===== src/rtl/scope_pkg.sv =====
// Shared types for the XY vector-scope frame player: point word layout and FSM states.
package scope_pkg;

  localparam int unsigned CoordWidth = 8;

  typedef struct packed {
    logic                  blank;
    logic [CoordWidth-1:0] x;
    logic [CoordWidth-1:0] y;
  } point_t;

  typedef enum logic [1:0] {
    IDLE  = 2'd0,
    FETCH = 2'd1,
    SHOW  = 2'd2
  } state_t;

endpackage


===== src/rtl/scope_point_ram.sv =====
// Simple dual-port point memory: registered read, read-first on address collision, no reset.
module scope_point_ram
  import scope_pkg::*;
#(
  parameter int unsigned Depth = 64
) (
  input  logic                     clk_i,
  input  logic                     wr_en,
  input  logic [$clog2(Depth)-1:0] wr_addr,
  input  point_t                   wr_data,
  input  logic                     rd_en,
  input  logic [$clog2(Depth)-1:0] rd_addr,
  output point_t                   rd_data
);

  point_t mem [Depth];

  // Both updates are non-blocking, so a same-address read sees the old word.
  always_ff @(posedge clk_i) begin
    if (wr_en) mem[wr_addr] <= wr_data;
    if (rd_en) rd_data <= mem[rd_addr];
  end

endmodule


===== src/rtl/xy_frame_player.sv =====
// Plays a list of XY points from point memory to the beam DACs, each held for dwell+1 cycles,
// once or looping, with a frame counter and end-of-frame pulse.
//
// state | meaning
// IDLE  | waiting for start; beam blanked, last X/Y held
// FETCH | one cycle reading point 0
// SHOW  | driving the current point; next point read in its last dwell cycle
module xy_frame_player
  import scope_pkg::*;
#(
  parameter int unsigned Depth      = 64,
  parameter int unsigned DwellWidth = 8
) (
  input  logic                     clk_i,
  input  logic                     rst_ni,
  input  logic                     wr_en_i,
  input  logic [$clog2(Depth)-1:0] wr_addr_i,
  input  logic [16:0]              wr_data_i,
  input  logic [$clog2(Depth):0]   len_i,
  input  logic [DwellWidth-1:0]    dwell_i,
  input  logic                     loop_i,
  input  logic                     start_i,
  input  logic                     stop_i,
  output logic [CoordWidth-1:0]    o_x,
  output logic [CoordWidth-1:0]    o_y,
  output logic                     o_blank,
  output logic                     busy_o,
  output logic                     frame_done_o,
  output logic [15:0]              frame_cnt_o
);

  localparam int unsigned AW = $clog2(Depth);
  localparam logic [AW:0] LenMax = (AW+1)'(Depth);

  state_t                state_q, state_d;
  logic [AW-1:0]         addr_q, addr_d, last_q, last_d, rd_addr;
  logic [DwellWidth-1:0] dwell_q, dwell_d, dcnt_q, dcnt_d;
  logic                  loop_q, loop_d, stop_q, stop_d, shown_q, shown_d;
  logic [15:0]           frame_cnt_q, frame_cnt_d;
  logic                  rd_en, frame_end, len_ok, cont;
  logic [AW:0]           len_clamped, len_minus1;
  logic [AW-1:0]         len_last;
  point_t                wr_point, rd_data;

  assign wr_point    = wr_data_i;
  assign len_clamped = (len_i > LenMax) ? LenMax : len_i;
  assign len_minus1  = len_clamped - 1'b1;
  assign len_last    = len_minus1[AW-1:0];
  assign len_ok      = (len_i != '0);
  // A stop arriving in the frame-end cycle must still end playback there.
  assign cont        = loop_q && !stop_q && !stop_i && len_ok;

  scope_point_ram #(.Depth(Depth)) u_ram (
    .clk_i   (clk_i),
    .wr_en   (wr_en_i),
    .wr_addr (wr_addr_i),
    .wr_data (wr_point),
    .rd_en   (rd_en),
    .rd_addr (rd_addr),
    .rd_data (rd_data)
  );

  always_ff @(posedge clk_i or negedge rst_ni) begin
    if (!rst_ni) begin
      state_q     <= IDLE;
      addr_q      <= '0;
      last_q      <= '0;
      dwell_q     <= '0;
      dcnt_q      <= '0;
      loop_q      <= 1'b0;
      stop_q      <= 1'b0;
      shown_q     <= 1'b0;
      frame_cnt_q <= '0;
    end else begin
      state_q     <= state_d;
      addr_q      <= addr_d;
      last_q      <= last_d;
      dwell_q     <= dwell_d;
      dcnt_q      <= dcnt_d;
      loop_q      <= loop_d;
      stop_q      <= stop_d;
      shown_q     <= shown_d;
      frame_cnt_q <= frame_cnt_d;
    end
  end

  always_comb begin
    state_d     = state_q;
    addr_d      = addr_q;
    last_d      = last_q;
    dwell_d     = dwell_q;
    dcnt_d      = dcnt_q;
    loop_d      = loop_q;
    stop_d      = stop_q;
    shown_d     = shown_q;
    frame_cnt_d = frame_cnt_q;
    rd_en       = 1'b0;
    rd_addr     = '0;
    frame_end   = 1'b0;
    if (state_q != IDLE && stop_i) stop_d = 1'b1;
    unique case (state_q)
      IDLE: begin
        stop_d = 1'b0;
        if (start_i && !stop_i && len_ok) begin
          state_d = FETCH;
          last_d  = len_last;
          dwell_d = dwell_i;
          loop_d  = loop_i;
        end
      end
      FETCH: begin
        rd_en   = 1'b1;
        addr_d  = '0;
        dcnt_d  = dwell_q;
        shown_d = 1'b1;
        state_d = SHOW;
      end
      SHOW: begin
        if (dcnt_q != '0) begin
          dcnt_d = dcnt_q - 1'b1;
        end else if (addr_q != last_q) begin
          rd_en   = 1'b1;
          rd_addr = addr_q + 1'b1;
          addr_d  = addr_q + 1'b1;
          dcnt_d  = dwell_q;
        end else begin
          frame_end   = 1'b1;
          frame_cnt_d = frame_cnt_q + 16'd1;
          if (cont) begin
            rd_en   = 1'b1;
            addr_d  = '0;
            last_d  = len_last;
            dwell_d = dwell_i;
            loop_d  = loop_i;
            dcnt_d  = dwell_i;
          end else begin
            // No read here, so the RAM output keeps the last point for X/Y hold.
            state_d = IDLE;
            stop_d  = 1'b0;
          end
        end
      end
      default: state_d = IDLE;
    endcase
  end

  assign o_x          = shown_q ? rd_data.x : '0;
  assign o_y          = shown_q ? rd_data.y : '0;
  assign o_blank      = (state_q == SHOW) ? rd_data.blank : 1'b1;
  assign busy_o       = (state_q != IDLE);
  assign frame_done_o = frame_end;
  assign frame_cnt_o  = frame_cnt_q;

endmodule


===== config.mk =====
export PLATFORM = sky130hd
export DESIGN_NAME = xy_frame_player
export DESIGN_NICKNAME = d
export VERILOG_FILES = /design/src/rtl/scope_pkg.sv /design/src/rtl/scope_point_ram.sv /design/src/rtl/xy_frame_player.sv
export SDC_FILE = /design/constraint.sdc
export NUM_CORES = 2
export LEC_CHECK = 0
export BUFFER_PORTS_ARGS = -buffer_cell sky130_fd_sc_hd__clkbuf_2
export CORE_ASPECT_RATIO = 0.9
export CORE_MARGIN = 2
export CORE_UTILIZATION = 56
export CTS_CLUSTER_DIAMETER = 120
export DETAILED_ROUTE_END_ITERATION = 10
export GPL_TIMING_DRIVEN = 0
export PLACE_DENSITY = 0.75
export SETUP_SLACK_MARGIN = 0.5
export SYNTH_ARGS = -nofsm -noshare
export SYNTH_HDL_FRONTEND = slang
export SYNTH_HIERARCHICAL = 1
export SYNTH_SLANG_ARGS = --single-unit

===== constraint.sdc =====
create_clock -name clk_i -period 3.5 [get_ports clk_i]
set_clock_uncertainty 0.2 [all_clocks]
set_input_delay 0.35 -clock clk_i [delete_from_list [all_inputs] [get_ports clk_i]]
set_output_delay 0.35 -clock clk_i [all_outputs]
set_load 0.05 [all_outputs]

==> results.py <==
metrics = {
    "global_route": {
        "grt_use_met1": 0.401,
        "vias_in_the_first_global_route": 24911,
        "groute.layer.met2.usage": 0.453,
        "grt_max_degree": 65,
        "antenna_violations_before_repair": 2,
        "grt_first_pass_wirelength_um": 173000,
        "grtUsageMet3": 0.0656,
        "globalRoute.totalOverflow": 0,
        "track_usage": 0.288,
        "grt_most_used_layer": "met2",
    },
    "logic_synthesis": {
        "netlist.top_cell.by_area": "sky130_fd_sc_hd__edfxtp_1",
        "synth_enable_flop_cells": 1105,
        "synth_async_sr_flop_share": 0.0425,
        "post_synth_and_or_nand_nor_area_fraction": 0.0388,
        "synth_top_family_by_area": "multiplexers",
        "synth.cell_area_sq_mm": 0.0456,
        "synth_compound_area_frac": 0.0381,
        "yosys-mux-area-fraction": 0.143,
        "synthesis.yosys.warnings": 6,
        "sequential_fraction_of_the_synthesis_area": 0.755,
        "synthAdderAreaFrac": 0.00192,
        "yosys-top-cells-count": "sky130_fd_sc_hd__edfxtp_1, sky130_fd_sc_hd__mux4_2, sky130_fd_sc_hd__mux2i_1",
        "syn-mean-instance-area_sq_um": 20.1,
        "number_of_nets_produced_by_synthesis": 2325,
        "post_synth_inst_count": 2274,
        "post_synthesis_cell_type_count": 69,
        "area_share_of_the_leading_cell_type_in_the_synthesized_netlist": 0.728,
        "yosys.cell_count.top_type": "sky130_fd_sc_hd__edfxtp_1",
        "flops_latches_synth": 1154,
        "postSynth.topFlopCell": "sky130_fd_sc_hd__edfxtp_1",
        "synth.area.top_cells": "sky130_fd_sc_hd__edfxtp_1, sky130_fd_sc_hd__mux4_2, sky130_fd_sc_hd__mux2i_1, sky130_fd_sc_hd__dfrtp_1, sky130_fd_sc_hd__a22oi_1",
        "synth-xor-area-share": 0.00499,
    },
    "power": {
        "clockPowerShare": 0.405,
        "totalPowerFinal_mw": 29.8,
        "power.sequential.fraction": 0.524,
        "p_per_area_mw_per_mm2": 547,
        "power.ir.vdd_worst_mv": 0.499,
        "pwr-share-comb": 0.071,
        "internal-power_mw": 23.3,
        "p_leak_nw": 17.3,
        "power.switching_mw": 6.58,
        "netSwitchingFraction": 0.220,
    },
    "worst_setup_path": {
        "crit_path_max_fanout": 10,
        "worst_setup_path_start_kind": "flop",
        "critical-path-max-stage-delay_ps": 460,
        "critical-path-slowest-cell": "sky130_fd_sc_hd__a22oi_2",
        "timing.critical_path.buf_inv": 5,
        "cells_traversed_along_the_worst_timing_path": "inv_2 -> ha_4 -> or3b_4 -> nor2_8 -> o211ai_1 -> buf_4 -> buf_4 -> a21oi_4 -> buf_4 -> nor2b_1 -> clkbuf_2 -> a22oi_2 -> o221ai_2 -> a211oi_2",
        "endpoint_kind": "flop",
        "data_required_critical_path_ps": 3780,
        "timing.critical_path.mode_cell": "sky130_fd_sc_hd__buf_4",
        "worstSetupPathType": "flop to flop",
        "worst-endpoint-arrival_ps": 4410,
        "cell_family_with_most_cp_delay": "compound AO/OA/AOI/OAI gates",
    },
    "timing": {
        "rsz0062_at_grt": "true",
        "slew_at_the_pin_closest_to_its_max_slew_limit_ps": 1370,
        "hold_slack_ps": 49.3,
        "final_period_minus_worst_setup_slack_ps": 4140,
        "timing.fmax_mhz": 242,
        "portion_of_the_clock_cycle_consumed_by_the_worst_path_in_the_final_layout": 1.18,
        "final-setup-viol-count": 17,
        "setup-tns-final_ps": -9800,
        "finalWorstSetupSlack_ps": -635,
        "worst_slew_margin_rel": 0.0859,
        "timing.final.hold_violations": 0,
        "final_max_slew_viol_count": 0,
    },
    "floorplan": {
        "die_y_um": 275,
        "core_area_sq_mm": 0.0809,
        "boundaryPins": 79,
        "die_area_sq_mm": 0.0837,
        "die_w_um": 305,
        "initial_utilization": 0.564,
        "floorplan.rows": 99,
    },
    "hold_path": {
        "min-delay-path-class": "input port to flop",
    },
    "drt": {
        "detail_route.iter0.violations": 3657,
        "route.detailed.wl_per_inst_um": 32.2,
        "post-route-drc-count": 0,
        "routed-via-count": 25144,
        "wl_um": 121000,
        "drtPass1Iterations": 6,
        "ant_nets": 0,
        "avgViaCountPerCell": 6.69,
    },
    "final_layout": {
        "n_fill_cell": 4900,
        "fin_util": 0.674,
        "final_nets": 2655,
        "post_route_cells_drive_above_1_share": 0.342,
        "synthToLayoutAreaGrowth_pct": 19.6,
    },
    "run_status": {
        "failed_checks": "negative setup slack",
        "run_status": "finished, violations left",
    },
    "placed_design": {
        "finalWeightedCongestion": 0.917,
        "dp_slack_ps": -1780,
        "detailed_place_hpwl_um": 72700,
        "io_buffers": 73,
    },
    "clocking": {
        "clockRootBuffer": "sky130_fd_sc_hd__clkbuf_16",
        "cts-htree-levels": 3,
        "clock_tree_from_tritoncts": "done",
        "insertion_delay_ps": 700,
        "cts-buffers-inserted": 108,
        "clk_path_buf_depth": 3,
        "tritoncts_num_sinks": 1154,
        "clkTransAtPathRegs_ps": 60,
    },
    "job": {
        "max-cap-violations": 0,
    },
}
-- power by group through the flow --
| stage | combinational (mW) | sequential (mW) | clock [mW] |
|---|---|---|---|
| 2_1_floorplan | 1.21 | 15.8 | 0 |
| 3_3_place_gp | 1.76 | 15.9 | 0 |
| 3_5_place_dp | 1.85 | 15.9 | 0 |
| 4_1_cts | 1.99 | 15.6 | 12.2 |
| 5_1_grt | 2.27 | 15.6 | 12.7 |
| 6_report | 2.12 | 15.6 | 12.1 |
-- cell families (layout without fill, tap and decap cells) --
logic type	Yosys count	count (layout)
other cells	0	3
simple gates	347	347
mux	373	373
compound gates	220	220
xor+xnor	26	26
buf+inv	147	569
fa+ha+maj	7	7
flops	1154	1154
-- path summary, 6_finish.rpt --
path | startpoint | to | slack (ps) | depth (start not counted)
max | dcnt_q[0]$_DFFE_PN0P_ | u_ram/rd_data[2]$_DFFE_PP_ | -640 | 14
min | len_i[4] | last_q[4]$_DFFE_PN0P_ | 50 | 4
max reg2reg | dcnt_q[0]$_DFFE_PN0P_ | u_ram/rd_data[2]$_DFFE_PP_ | -640 | 14
min reg2reg | frame_cnt_o[15]$_DFFE_PN0P_ | frame_cnt_o[15]$_DFFE_PN0P_ | 270 | 1
max in group asynchronous | rst_ni | dcnt_q[5]$_DFFE_PN0P_ | 2160 | 4
min in group asynchronous | rst_ni | last_q[3]$_DFFE_PN0P_ | 440 | 3
-- placed cells by master, fill, tap and decap left out, drive strengths merged, types with 25 or more instances in the layout --
cell and count:
mux4 216, dfrtp 49, edfxtp 1105, nand2 50
mux2i 132, nor2b 27, a221oi 45, clkbuf 245
mux2 25, buf 205, nand3 31, nor2 125
a21oi 25, a22oi 63, dlygate4sd3 28, inv 25
a211oi 25, clkinv 44
-- state kept, by name, summed over array words and instances (netlist names) --
register / flops
stop_q: 1
loop_q: 1
state_q: 2
addr_q: 6
dwell_q: 8
frame_cnt_o: 16
dcnt_q: 8
shown_q: 1
u_ram/mem: 1088
u_ram/rd_data: 17
last_q: 6
-- layout make-up --
| class | count | area, sq um | area share |
|---|---|---|---|
| tap | 1060 | 1330 | 0.0243 |
| multi-input combinational | 973 | 11500 | 0.210 |
| clock inverter | 70 | 821 | 0.0151 |
| clock buffer | 132 | 2830 | 0.0520 |
| sequential | 1154 | 34400 | 0.631 |
| timing repair buffer | 220 | 2400 | 0.0439 |
| antenna | 3 | 7.51 | 0.000138 |
| buffer | 126 | 1190 | 0.0218 |
| inverter | 21 | 78.8 | 0.00145 |
-- worst reg2reg max path: stages (launching register included) --
cell and delay [ps]:
sky130_fd_sc_hd__dfrtp_1 410, sky130_fd_sc_hd__inv_2 90, sky130_fd_sc_hd__ha_4 140, sky130_fd_sc_hd__or3b_4 410, sky130_fd_sc_hd__nor2_8 120, sky130_fd_sc_hd__o211ai_1 150
sky130_fd_sc_hd__buf_4 190, sky130_fd_sc_hd__buf_4 150, sky130_fd_sc_hd__a21oi_4 270, sky130_fd_sc_hd__buf_4 290, sky130_fd_sc_hd__nor2b_1 110, sky130_fd_sc_hd__clkbuf_2 280
sky130_fd_sc_hd__a22oi_2 460, sky130_fd_sc_hd__o221ai_2 240, sky130_fd_sc_hd__a211oi_2 410
-- per-layer routing --
layer	wire, um	vias up	share of wire
met2	57800	1786	0.48
li1	-	10084	-
met1	43700	13005	0.36
met4	4740	0	0.039
met3	14600	269	0.12
met5	0	-	0
-- stage by stage --
step | std cells | instance area, sq um
global route | 3756 | 54500
floorplan | 2274 | 45800
CTS | 3718 | 53900
global placement | 3407 | 47500
finish | 3759 | 54500
detailed placement | 3469 | 48700
-- what timing repair did --
item,in CTS,in global routing
endpoints found under the hold margin,74,161
setup endpoints to repair,23,19
pin swaps,37,17
hold buffers,19,9
gates cloned,4,1
setup buffers,24,19
gates resized for setup,226,45
Power figures use the tool's default switching activity.
